## src/rtl/spi_register_interface_pkg.sv

```systemverilog
// Shared constants and types for the SPI register interface.
// The line idle levels double as the synchronizer reset values.
package spi_register_interface_pkg;

  localparam int SPI_FRAME_BITS = 32;

  typedef enum logic [1:0] {
    WAIT_IDLE,
    IDLE,
    SHIFT,
    DRAIN
  } SpiState_t;

  localparam logic SPI_SCK_IDLE  = 1'b0;
  localparam logic SPI_CSN_IDLE  = 1'b1;
  localparam logic SPI_MOSI_IDLE = 1'b0;

endpackage

```

## src/rtl/spi_register_interface_input_synchronizer.sv

```systemverilog
// Flop chain that brings one asynchronous SPI pin into the i_Clock domain.
module input_synchronizer #(
  parameter int   STAGES    = 2,
  parameter logic RESET_VAL = 1'b0
) (
  input  logic i_Clock,
  input  logic i_Reset,
  input  logic i_Async,
  output logic o_Sync
);

  logic [STAGES-1:0] chain_q;

  always_ff @(posedge i_Clock or posedge i_Reset) begin
    if (i_Reset) chain_q <= {STAGES{RESET_VAL}};
    else         chain_q <= {chain_q[STAGES-2:0], i_Async};
  end

  assign o_Sync = chain_q[STAGES-1];

endmodule

```

## src/rtl/spi_register_interface.sv

```systemverilog
// SPI mode-0 slave: oversamples SCK/CS_N/MOSI, assembles 32-bit frames into
// register writes and echoes the last accepted frame on MISO.
module spi_register_interface
  import spi_register_interface_pkg::*;
#(
  parameter int ADDR_WIDTH  = 16,
  parameter int DATA_WIDTH  = 16,
  parameter int SYNC_STAGES = 2
) (
  input  logic                  i_Clock,
  input  logic                  i_Reset,
  input  logic                  i_SpiClock,
  input  logic                  i_SpiChipSelectN,
  input  logic                  i_SpiMosi,
  output logic                  o_SpiMiso,
  output logic [ADDR_WIDTH-1:0] o_RegisterNumber,
  output logic [DATA_WIDTH-1:0] o_RegisterValue,
  output logic                  o_RegisterWriteEnable,
  output logic                  o_FrameError
);

  localparam int FRAME_BITS = ADDR_WIDTH + DATA_WIDTH;
  localparam int CNT_W      = $clog2(FRAME_BITS + 1);
  localparam logic [2:0] IDLE_LVL = {SPI_MOSI_IDLE, SPI_CSN_IDLE, SPI_SCK_IDLE};

  logic [2:0] pins_raw, pins_sync;
  logic       sck_s, csn_s, mosi_s, sck_prev_q, rise, fall;

  assign pins_raw = {i_SpiMosi, i_SpiChipSelectN, i_SpiClock};

  for (genvar g = 0; g < 3; g++) begin : g_sync
    input_synchronizer #(
      .STAGES   (SYNC_STAGES),
      .RESET_VAL(IDLE_LVL[g])
    ) u_sync (
      .i_Clock(i_Clock),
      .i_Reset(i_Reset),
      .i_Async(pins_raw[g]),
      .o_Sync (pins_sync[g])
    );
  end

  assign {mosi_s, csn_s, sck_s} = pins_sync;
  assign rise = sck_s & ~sck_prev_q;
  assign fall = ~sck_s & sck_prev_q;

  SpiState_t             state_q, state_d;
  logic [CNT_W-1:0]      cnt_q, cnt_d;
  logic [FRAME_BITS-1:0] rx_q, rx_d, tx_q, tx_d;
  logic [ADDR_WIDTH-1:0] num_q, num_d;
  logic [DATA_WIDTH-1:0] val_q, val_d;
  logic                  we_q, we_d, err_q, err_d;

  always_ff @(posedge i_Clock or posedge i_Reset) begin
    if (i_Reset) begin
      state_q    <= WAIT_IDLE;
      sck_prev_q <= SPI_SCK_IDLE;
      cnt_q      <= '0;
      rx_q       <= '0;
      tx_q       <= '0;
      num_q      <= '0;
      val_q      <= '0;
      we_q       <= 1'b0;
      err_q      <= 1'b0;
    end else begin
      state_q    <= state_d;
      sck_prev_q <= sck_s;
      cnt_q      <= cnt_d;
      rx_q       <= rx_d;
      tx_q       <= tx_d;
      num_q      <= num_d;
      val_q      <= val_d;
      we_q       <= we_d;
      err_q      <= err_d;
    end
  end

  always_comb begin
    state_d = state_q;
    cnt_d   = cnt_q;
    rx_d    = rx_q;
    tx_d    = tx_q;
    num_d   = num_q;
    val_d   = val_q;
    we_d    = 1'b0;
    err_d   = 1'b0;
    case (state_q)
      // The chain's reset value is not a real CS observation; let the
      // actual pin level reach the synchronizer output before trusting it.
      WAIT_IDLE: begin
        if (cnt_q < CNT_W'(SYNC_STAGES)) cnt_d = cnt_q + 1'b1;
        else if (csn_s)                  state_d = IDLE;
      end
      IDLE: begin
        cnt_d = '0;
        tx_d  = {num_q, val_q};
        if (!csn_s) state_d = SHIFT;
      end
      SHIFT: begin
        if (cnt_q == CNT_W'(FRAME_BITS)) begin
          num_d   = rx_q[FRAME_BITS-1 -: ADDR_WIDTH];
          val_d   = rx_q[DATA_WIDTH-1:0];
          we_d    = 1'b1;
          state_d = DRAIN;
        end else if (csn_s) begin
          // CS release beats a coincident SCK rise
          err_d   = (cnt_q != '0);
          state_d = IDLE;
        end else if (rise) begin
          rx_d  = {rx_q[FRAME_BITS-2:0], mosi_s};
          cnt_d = cnt_q + 1'b1;
        end
      end
      DRAIN: begin
        if (csn_s) state_d = IDLE;
      end
      default: state_d = WAIT_IDLE;
    endcase
    if (fall && (state_q == SHIFT || state_q == DRAIN)) tx_d = tx_q << 1;
  end

  assign o_SpiMiso             = ~csn_s & tx_q[FRAME_BITS-1];
  assign o_RegisterNumber      = num_q;
  assign o_RegisterValue       = val_q;
  assign o_RegisterWriteEnable = we_q;
  assign o_FrameError          = err_q;

endmodule

```

## config.mk

```make
export PLATFORM = sky130hd
export DESIGN_NAME = spi_register_interface
export DESIGN_NICKNAME = d
export VERILOG_FILES = /design/src/rtl/spi_register_interface_pkg.sv /design/src/rtl/spi_register_interface_input_synchronizer.sv /design/src/rtl/spi_register_interface.sv
export SDC_FILE = /design/constraint.sdc
export NUM_CORES = 1
export LEC_CHECK = 0
export CAP_MARGIN = 10
export CORE_MARGIN = 3
export CORE_UTILIZATION = 40
export CTS_BUF_LIST = sky130_fd_sc_hd__clkbuf_2 sky130_fd_sc_hd__clkbuf_4 sky130_fd_sc_hd__clkbuf_8
export CTS_CLUSTER_SIZE = 20
export DETAILED_ROUTE_END_ITERATION = 10
export RECOVER_POWER = 25
export SLEW_MARGIN = 20
export SYNTH_ARGS = -nofsm -noshare
export SYNTH_HDL_FRONTEND = slang
export SYNTH_SLANG_ARGS = --single-unit
```

## constraint.sdc

```tcl
create_clock -name i_Clock -period 5 [get_ports i_Clock]
set_input_delay 1.5 -clock i_Clock [delete_from_list [all_inputs] [get_ports i_Clock]]
set_output_delay 1.5 -clock i_Clock [all_outputs]
set_load 0.02 [all_outputs]
```

After elaboration in Yosys (flattened, before gate mapping)
Cells that the tools add are included.
{"block": "classes", "addsub": 1, "n_lt_le_gt_ge": 1, "eq_ne": 10, "mux": 17, "n_bitwise": 7, "n_reduce_logical": 10}
{"op": "$mux 32", "count": 2}
{"op": "$mux 6", "count": 4}
{"op": "$pmux 6 s3", "count": 1}
{"op": "$ne 2x2->1 const B", "count": 6}
{"op": "$mux 2", "count": 4}
{"op": "$pmux 2 s4", "count": 1}
{"op": "$add 6x1->6 const B", "count": 1}
{"op": "$eq 6x6->1 const B", "count": 1}
{"op": "$lt 6x2->1 const B", "count": 1}
{"op": "$reduce_bool 6->1", "count": 1}
{"op": "$mux 1", "count": 5}
{"op": "$reduce_and 5->1", "count": 1}
{"op": "$eq 2x2->1 const B", "count": 2}
{"op": "$not 1->1", "count": 4}
{"op": "$reduce_and 2->1", "count": 2}
{"op": "$reduce_and 4->1", "count": 1}
{"op": "$and 1x1->1", "count": 3}
{"op": "$reduce_bool 3->1", "count": 1}
{"op": "$eq 2x1->1 const B", "count": 1}
{"op": "$logic_not 2->1", "count": 1}
{"op": "$reduce_bool 2->1", "count": 1}
{"op": "$logic_and 1x1->1", "count": 1}
{"op": "$logic_or 1x1->1", "count": 1}
{"block": "word_totals", "reg_bits": 113, "inputBits": 5, "output_inout_bits": 35, "wordCells": 58}

Longest topological paths before layout
Gate-level depths: netlist of the first run.
{"block": "logic_depth", "depth_word": 6, "depth_mapped": 8, "ltp_nobuf": 6}

Modules after synthesis
From an unflattened synthesis of the first run, not the netlist that was laid out.
{"block": "hier_totals", "cells_unflattened": 356, "area_unflattened_um2": 4650.7}
{"mod": "spi_register_interface", "n_inst": 1, "cells_each": 347, "area_per_inst_um2": 4486.8, "seq_area_each_um2": 2677.6}
{"mod": "input_synchronizer at g_sync[0].u_sync ...", "n_inst": 2, "cells_each": 3, "area_per_inst_um2": 53.8, "seq_area_each_um2": 50.0}
{"mod": "input_synchronizer at g_sync[1].u_sync", "n_inst": 1, "cells_each": 3, "area_per_inst_um2": 56.3, "seq_area_each_um2": 52.6}

Worst setup path before layout of the first run
OpenSTA, ideal clock, no wires.
{"block": "synth_path", "kind": "register -> output", "from": "reg g_sync[1].u_sync.chain_q[1]", "to": "out o_SpiMiso", "arrival_time_ns": 0.784, "required_time_ns": 3.500, "setup_slack_ns": 2.716, "stages_incl_launch_ff": 2, "n_path_buf": 0, "path_cell_list": "dfstp_2 > and2b_1"}
{"block": "synth_via", "elab_chain_cells": 2}
{"item": "from (decl)", "line": "spi_register_interface_input_synchronizer.sv:12", "rtl": "logic [STAGES-1:0] chain_q;"}
{"item": "from (signal assigned)", "line": "spi_register_interface_input_synchronizer.sv:15", "rtl": "if (i_Reset) chain_q <= {STAGES{RESET_VAL}};"}
{"item": "from (signal assigned)", "line": "spi_register_interface_input_synchronizer.sv:16", "rtl": "else chain_q <= {chain_q[STAGES-2:0], i_Async};"}
{"item": "$not 1->1 (no line)"}
{"item": "$and 1x1->1", "line": "spi_register_interface.sv:122", "rtl": "assign o_SpiMiso = ~csn_s & tx_q[FRAME_BITS-1];"}
{"item": "to (decl)", "line": "spi_register_interface.sv:15", "rtl": "output logic o_SpiMiso,"}
Every way passes these cells.

Worst setup path after layout of the first run
{"block": "layout_path", "from": "reg cnt_q[1]", "to": "reg rx_q[26]"}
{"block": "layout_via", "elab_chain_cells": 3}
{"item": "from (decl)", "line": "spi_register_interface.sv:48", "rtl": "logic [CNT_W-1:0] cnt_q, cnt_d;"}
{"item": "from (signal assigned)", "line": "spi_register_interface.sv:68", "rtl": "cnt_q <= cnt_d;"}
{"item": "$eq 6x6->1", "line": "spi_register_interface.sv:100", "rtl": "if (cnt_q == CNT_W'(FRAME_BITS)) begin"}
{"item": "$not 1->1 (no line)"}
{"item": "$reduce_and 4->1 (no line)"}
{"item": "to (signal assigned)", "line": "spi_register_interface.sv:69", "rtl": "rx_q <= rx_d;"}
{"item": "to (decl)", "line": "spi_register_interface.sv:49", "rtl": "logic [FRAME_BITS-1:0] rx_q, rx_d, tx_q, tx_d;"}
Every way passes these cells.
A chain may end at the register's enable or synchronous reset.

==> results of run 1 <==
## layer usage
| layer | part of all wire (%) | global-route usage (%) | wire length, um | vias up |
|---|---|---|---|---|
| li1 | - | - | - | 1349 |
| met1 | 49 | 18.64 | 4065 | 1366 |
| met2 | 46 | 21.11 | 3829 | 45 |
| met3 | 3.9 | 6.078 | 325 | 10 |
| met4 | 1.4 | 5.305 | 113 | 0 |
| met5 | 0 | 0 | 0 | - |
## flip-flops by register name (all words and copies together), names as in the netlist
name,cells
g_sync.u_sync.chain_q,6
o_FrameError,1
tx_q,32
o_RegisterNumber,16
sck_prev_q,1
cnt_q,6
o_RegisterValue,16
state_q,2
rx_q,32
o_RegisterWriteEnable,1
## path summary, 6_finish.rpt
check | start | end | slack (ns)
worst max-delay path | cnt_q[1] | rx_q[26] | 1.62
worst min-delay path | g_sync[2].u_sync.chain_q[0] | g_sync[2].u_sync.chain_q[1] | 0.34
worst max register to register | cnt_q[1] | rx_q[26] | 1.62
worst min register to register | g_sync[2].u_sync.chain_q[0] | g_sync[2].u_sync.chain_q[1] | 0.34
max in group asynchronous | i_Reset | rx_q[28] | 2.49
min in group asynchronous | i_Reset | rx_q[9] | 1.79
## layout by cell type (no fill, tap or decap), types with 2 or more instances in the layout
master           synthesis  routed
dfrtp_1                111     111
mux2_2                  64      64
o21ai_0                 35      35
clkdlybuf4s50_1          0      35
mux2i_1                 34      33
nand2_1                 33      33
clkbuf_8                 0      18
inv_1                    9       8
ha_1                     7       7
clkinvlp_4               0       5
dlygate4sd3_1            0       4
nand2b_1                 3       3
o31ai_1                  3       3
nand3_1                  3       3
clkinv_2                 0       3
buf_4                    3       3
and3_1                   2       2
or3_1                    2       2
nor3_1                   2       2
nor2_1                   2       2
o41ai_1                  2       2
a31oi_1                  2       2
clkinv_4                 0       2
bufinv_16                0       2
dfstp_2                  2       2
## critical path: stages (launching register included)
cell,delay (ns)
dfrtp_1,0.45
inv_1,0.09
ha_1,0.18
nor4b_1,0.19
a211oi_1,1.49
buf_4,0.50
mux2_2,0.37
## through the flow
step	hold slack, ns	std cells	total power, mW	cell area [sq um]	util (%)
after global placement	0.3338	521	1.358	5255	45.83
after detailed placement	0.3370	521	1.366	5255	45.83
after floorplan	0.3312	356	1.287	4722	-
final	0.3423	552	2.169	5622	49.02
after global routing	0.3593	552	2.291	5622	49.02
after CTS	0.3447	552	2.211	5642	49.20
## where the power goes
group          total [mW]  switching, mW  internal (mW)
clock               0.829          0.377          0.452
combinational       0.352          0.222          0.130
sequential          0.988         0.0428          0.945
total                2.17          0.642           1.53
## kinds of logic after synthesis
group | after synthesis | synth area share (%)
DFF | 113 | 59.94
AOI/OAI and AO/OA | 51 | 6.439
and+or+nand+nor | 56 | 6.174
muxes | 99 | 22.71
adders and majority gates | 7 | 1.855
buffers and inverters | 30 | 2.888
## area by class of cell
type / count / area share, %
multi-input combinational: 213 / 31.25
tap: 143 / 3.183
clock buffer: 18 / 4.407
timing repair buffer: 43 / 7.701
inverter: 9 / 0.6454
sequential: 113 / 50.34
clock inverter: 13 / 2.471
==> results_dict.tcl, run 1 <==
set metrics [dict create \
    cp.arrival_ns 3.69 \
    hold_violations 0 \
    route.detailed.drc 0 \
    synthCells 356 \
    worst_pin_slew_ns 1.866 \
    grt-ovfl-total 0 \
    dr.pass1.iters 4 \
    synth_enable_flop_cells 0 \
    syn_nets 368 \
    ant_nets 0 \
    port-buffer-count 39 \
    area_delta_synth_final_pct 19.05 \
    grt_max_degree 78 \
    layout_setup_ws_ns 1.619 \
    violations "capacitance limit, slew limit" \
    hold_class "reg2reg" \
    die-area_sq_um 13140 \
    crit_fanout 22 \
    cap_violations 2 \
    synth_ff_type "dfrtp_1" \
    power_leakage_nw 2.527 \
    drv_slew 45 \
    hold_depth 0 \
    vias_per_cell 5.018 \
    diodes 0 \
    hpwl_mm 5.191 \
    wl_per_cell_um 15.10 \
    clk_latency_ns 0.43 \
    syn_area_per_cell_sq_um 13.26 \
    syn_area_sq_um 4722 \
    multi_input_area_sq_um 1757 \
    finalSetupViolCount 0 \
    synth_area_leaders "dfrtp_1, mux2_2, mux2i_1" \
    nets 409 \
    fin_crit_ns 3.381 \
    ys_async_sr_fraction_pct 100.0 \
    die_y_um 114.7 \
    coreArea_sq_um 11470 \
    seqCellArea_sq_um 2830 \
    grt_pass1_vias 2963 \
    cp-end-kind "flop" \
    start_kind "flop" \
    ys_ff_latch 113 \
    synth_seq_area_share_pct 59.94 \
    status "complete, but fails checks" \
    p_per_area_nw_per_um2 385.8 \
    cts_max_level 4 \
    cts_buffer_depth 2 \
    drive_above_1_share_pct 25.67 \
    synthDistinctLibCells 39 \
    drt_iter0_markers 131 \
    die-width_um 114.7 \
    row_count 39 \
    min_period_over_period_pct 67.63 \
    post_cts_resize_count 0 \
    cts-hold-fix-buffers 0 \
    maxSlewHeadroom_pct -24.38 \
    cts_tree "done" \
    cts_num_sinks 113 \
    synth.most_common_cell "dfrtp_1" \
    max_clock_freq_mhz 295.7 \
    path_clk_slew_ns 0.07 \
    root_buffer "clkbuf_8" \
    yosysTopAreaCellShare_pct 58.82 \
    yosys_warnings 0 \
    reg2reg_depth 6 \
    synth_top_area_cell "dfrtp_1" \
    max-vdd-ir-drop_mv 0.2671 \
    io_pins 40 \
    post-place-ws_ns 2.052 \
    routabilityCongestion 0.8125 \
    grt_pass1_wl_mm 14.50 \
    clock_skew_ns 0.01037 \
    crit_required_ns 5.31 \
    nFillCells 1007 \
    critPathKind "reg2reg" \
    dr_total_vias 2770 \
    netlist_top_cells_count "dfrtp_1, mux2_2, o21ai_0" \
    antenna_found_initial 0 \
    setup_tns_ns 0 \
    rsz0062_at_grt "false" \
    start_util_pct 41.18 \
    grt_usage_pct 14.25 \
    post_cts_buffers 0 \
    cts_buffers 17 \
    routed_wl_mm 8.333 \
]
No activity file was read; power rests on OpenSTA's default activity.
==> run 2, diff against run 1 <==
Clock period 5 ns to 2.8 ns, I/O delays scaled along.
==> results_dict.tcl, run 2 (synthesis gave the netlist of run 1 again) <==
set metrics [dict create \
    status "complete, no violations" \
    path_clk_slew_ns 0.07 \
    hpwl_mm 5.200 \
    post_cts_resize_count 0 \
    hold_class "reg2reg" \
    grt_pass1_wl_mm 14.38 \
    clock_skew_ns 0.008436 \
    max_clock_freq_mhz 389.9 \
    cts-hold-fix-buffers 0 \
    grt_pass1_vias 2863 \
    io_pins 40 \
    seqPwrFrac_pct 45.5 \
    p_per_area_nw_per_um2 687.4 \
    reg2reg_depth 6 \
    coreArea_sq_um 11470 \
    clk_latency_ns 0.42 \
    maxSlewHeadroom_pct 0.9626 \
    cts_max_level 4 \
    crit_path_start "g_sync[1].u_sync.chain_q[1]" \
    hold_start "g_sync[2].u_sync.chain_q[0]" \
    crit_chain "and2b_1, clkdlybuf4s50_1" \
    die-width_um 114.7 \
    final_common_cell "dfrtp_1" \
    internal-power_mw 2.751 \
    whs_endpoint "g_sync[2].u_sync.chain_q[1]" \
    dr.pass1.iters 4 \
    dp_cells 523 \
    route.detailed.drc 0 \
    start_util_pct 41.18 \
    min_period_over_period_pct 91.59 \
    start_kind "flop" \
    power_leakage_nw 2.545 \
    row_count 39 \
    post-place-ws_ns 0.6587 \
    port-buffer-count 39 \
    diodes 0 \
    drv_slew 0 \
    pwr-share-clk_pct 37.0 \
    root_buffer "clkbuf_8" \
    hold_violations 0 \
    hold_depth 0 \
    post_cts_buffers 0 \
    cts_num_sinks 113 \
    critPathKind "reg2out" \
    antenna_found_initial 0 \
    whs_ns 0.3511 \
    combPwrFrac_pct 17.5 \
    cp.arrival_ns 1.72 \
    finalPower_mw 3.887 \
    routabilityCongestion 0.7532 \
    area_delta_synth_final_pct 19.77 \
    drive_above_1_share_pct 26.59 \
    dr_total_vias 2782 \
    grt_usage_pct 13.98 \
    setup_tns_ns 0 \
    cts_tree "done" \
    fin_crit_ns 2.565 \
    reg_top3 "rx_q: 32 flops, tx_q: 32 flops" \
    die-area_sq_um 13140 \
    routed_wl_mm 8.209 \
    r2r_slack_ns 0.63 \
    cts_buffer_depth 2 \
    nFillCells 1019 \
    finalSetupViolCount 0 \
    worst_pin_slew_ns 1.486 \
    wl_per_cell_um 14.84 \
    drt_iter0_markers 90 \
    cap_violations 0 \
    slowest_delay_ns 0.58 \
    reg2reg_from "cnt_q[1]" \
    cp_top_family "flip-flops" \
    grt-ovfl-total 0 \
    vias_per_cell 5.031 \
    layout_setup_ws_ns 0.2354 \
    final_cell_mix "dfrtp_1, mux2_2, o21ai_0, clkdlybuf4s50_1" \
    switching_share_pct 29.23 \
    crit_fanout 6 \
    final_cells 553 \
    p_sw_mw 1.136 \
    cts_buffers 17 \
    rr_endpoint "o_RegisterNumber[15]" \
    cp-end-kind "output port" \
    critical_path_buf_inv_count 1 \
    die_y_um 114.7 \
    nets 411 \
    max-vdd-ir-drop_mv 0.2655 \
    ant_nets 0 \
    crit_required_ns 1.96 \
    grt_max_degree 114 \
    crit_slowest_cell "dfstp_2" \
    rsz0062_at_grt "false" \
]
## run 2: worst max-delay path by stage
stage | end | slack [ns] | depth (start not counted)
floorplan | cnt_q[0] | 0.59 | 1
global placement | o_RegisterNumber[8] | 0.66 | 6
detailed placement | o_RegisterNumber[3] | 0.66 | 6
CTS | o_SpiMiso | 0.20 | 2
global route | tx_q[20] | 0.11 | 3
finish | o_SpiMiso | 0.24 | 2
## run 2: cell type report
cell class | count | area [sq um] | share of cell area, %
inverter | 9 | 37.54 | 0.6637
tap | 143 | 178.9 | 3.164
timing repair buffer | 45 | 460.4 | 8.142
sequential | 113 | 2830 | 50.04
clock inverter | 11 | 116.4 | 2.058
multi-input combinational | 213 | 1777 | 31.42
clock buffer | 19 | 255.2 | 4.513
## run 2: power groups by stage
stage	Sequential, mW	Clock [mW]	Combinational [mW]
detailed placement	1.80	0	0.692
finish	1.77	1.44	0.679
global route	1.78	1.57	0.767
global placement	1.79	0	0.674
CTS	1.77	1.48	0.690
floorplan	1.76	0	0.540
## run 2: layer usage
layer / track usage, % / part of all wire (%) / vias to the layer above
met5: 0 / 0 / -
met4: 5.463 / 0.90 / 0
met3: 4.281 / 2.8 / 7
met2: 20.72 / 47 / 34
met1: 19.24 / 49 / 1389
li1: - / - / 1352
## run 2: through the flow
step / util, % / cell area (sq um)
3_5_place_dp: 46.19 / 5296
5_1_grt: 49.32 / 5655
4_1_cts: 49.43 / 5668
3_3_place_gp: 46.19 / 5296
2_1_floorplan: - / 4726
6_report: 49.32 / 5655
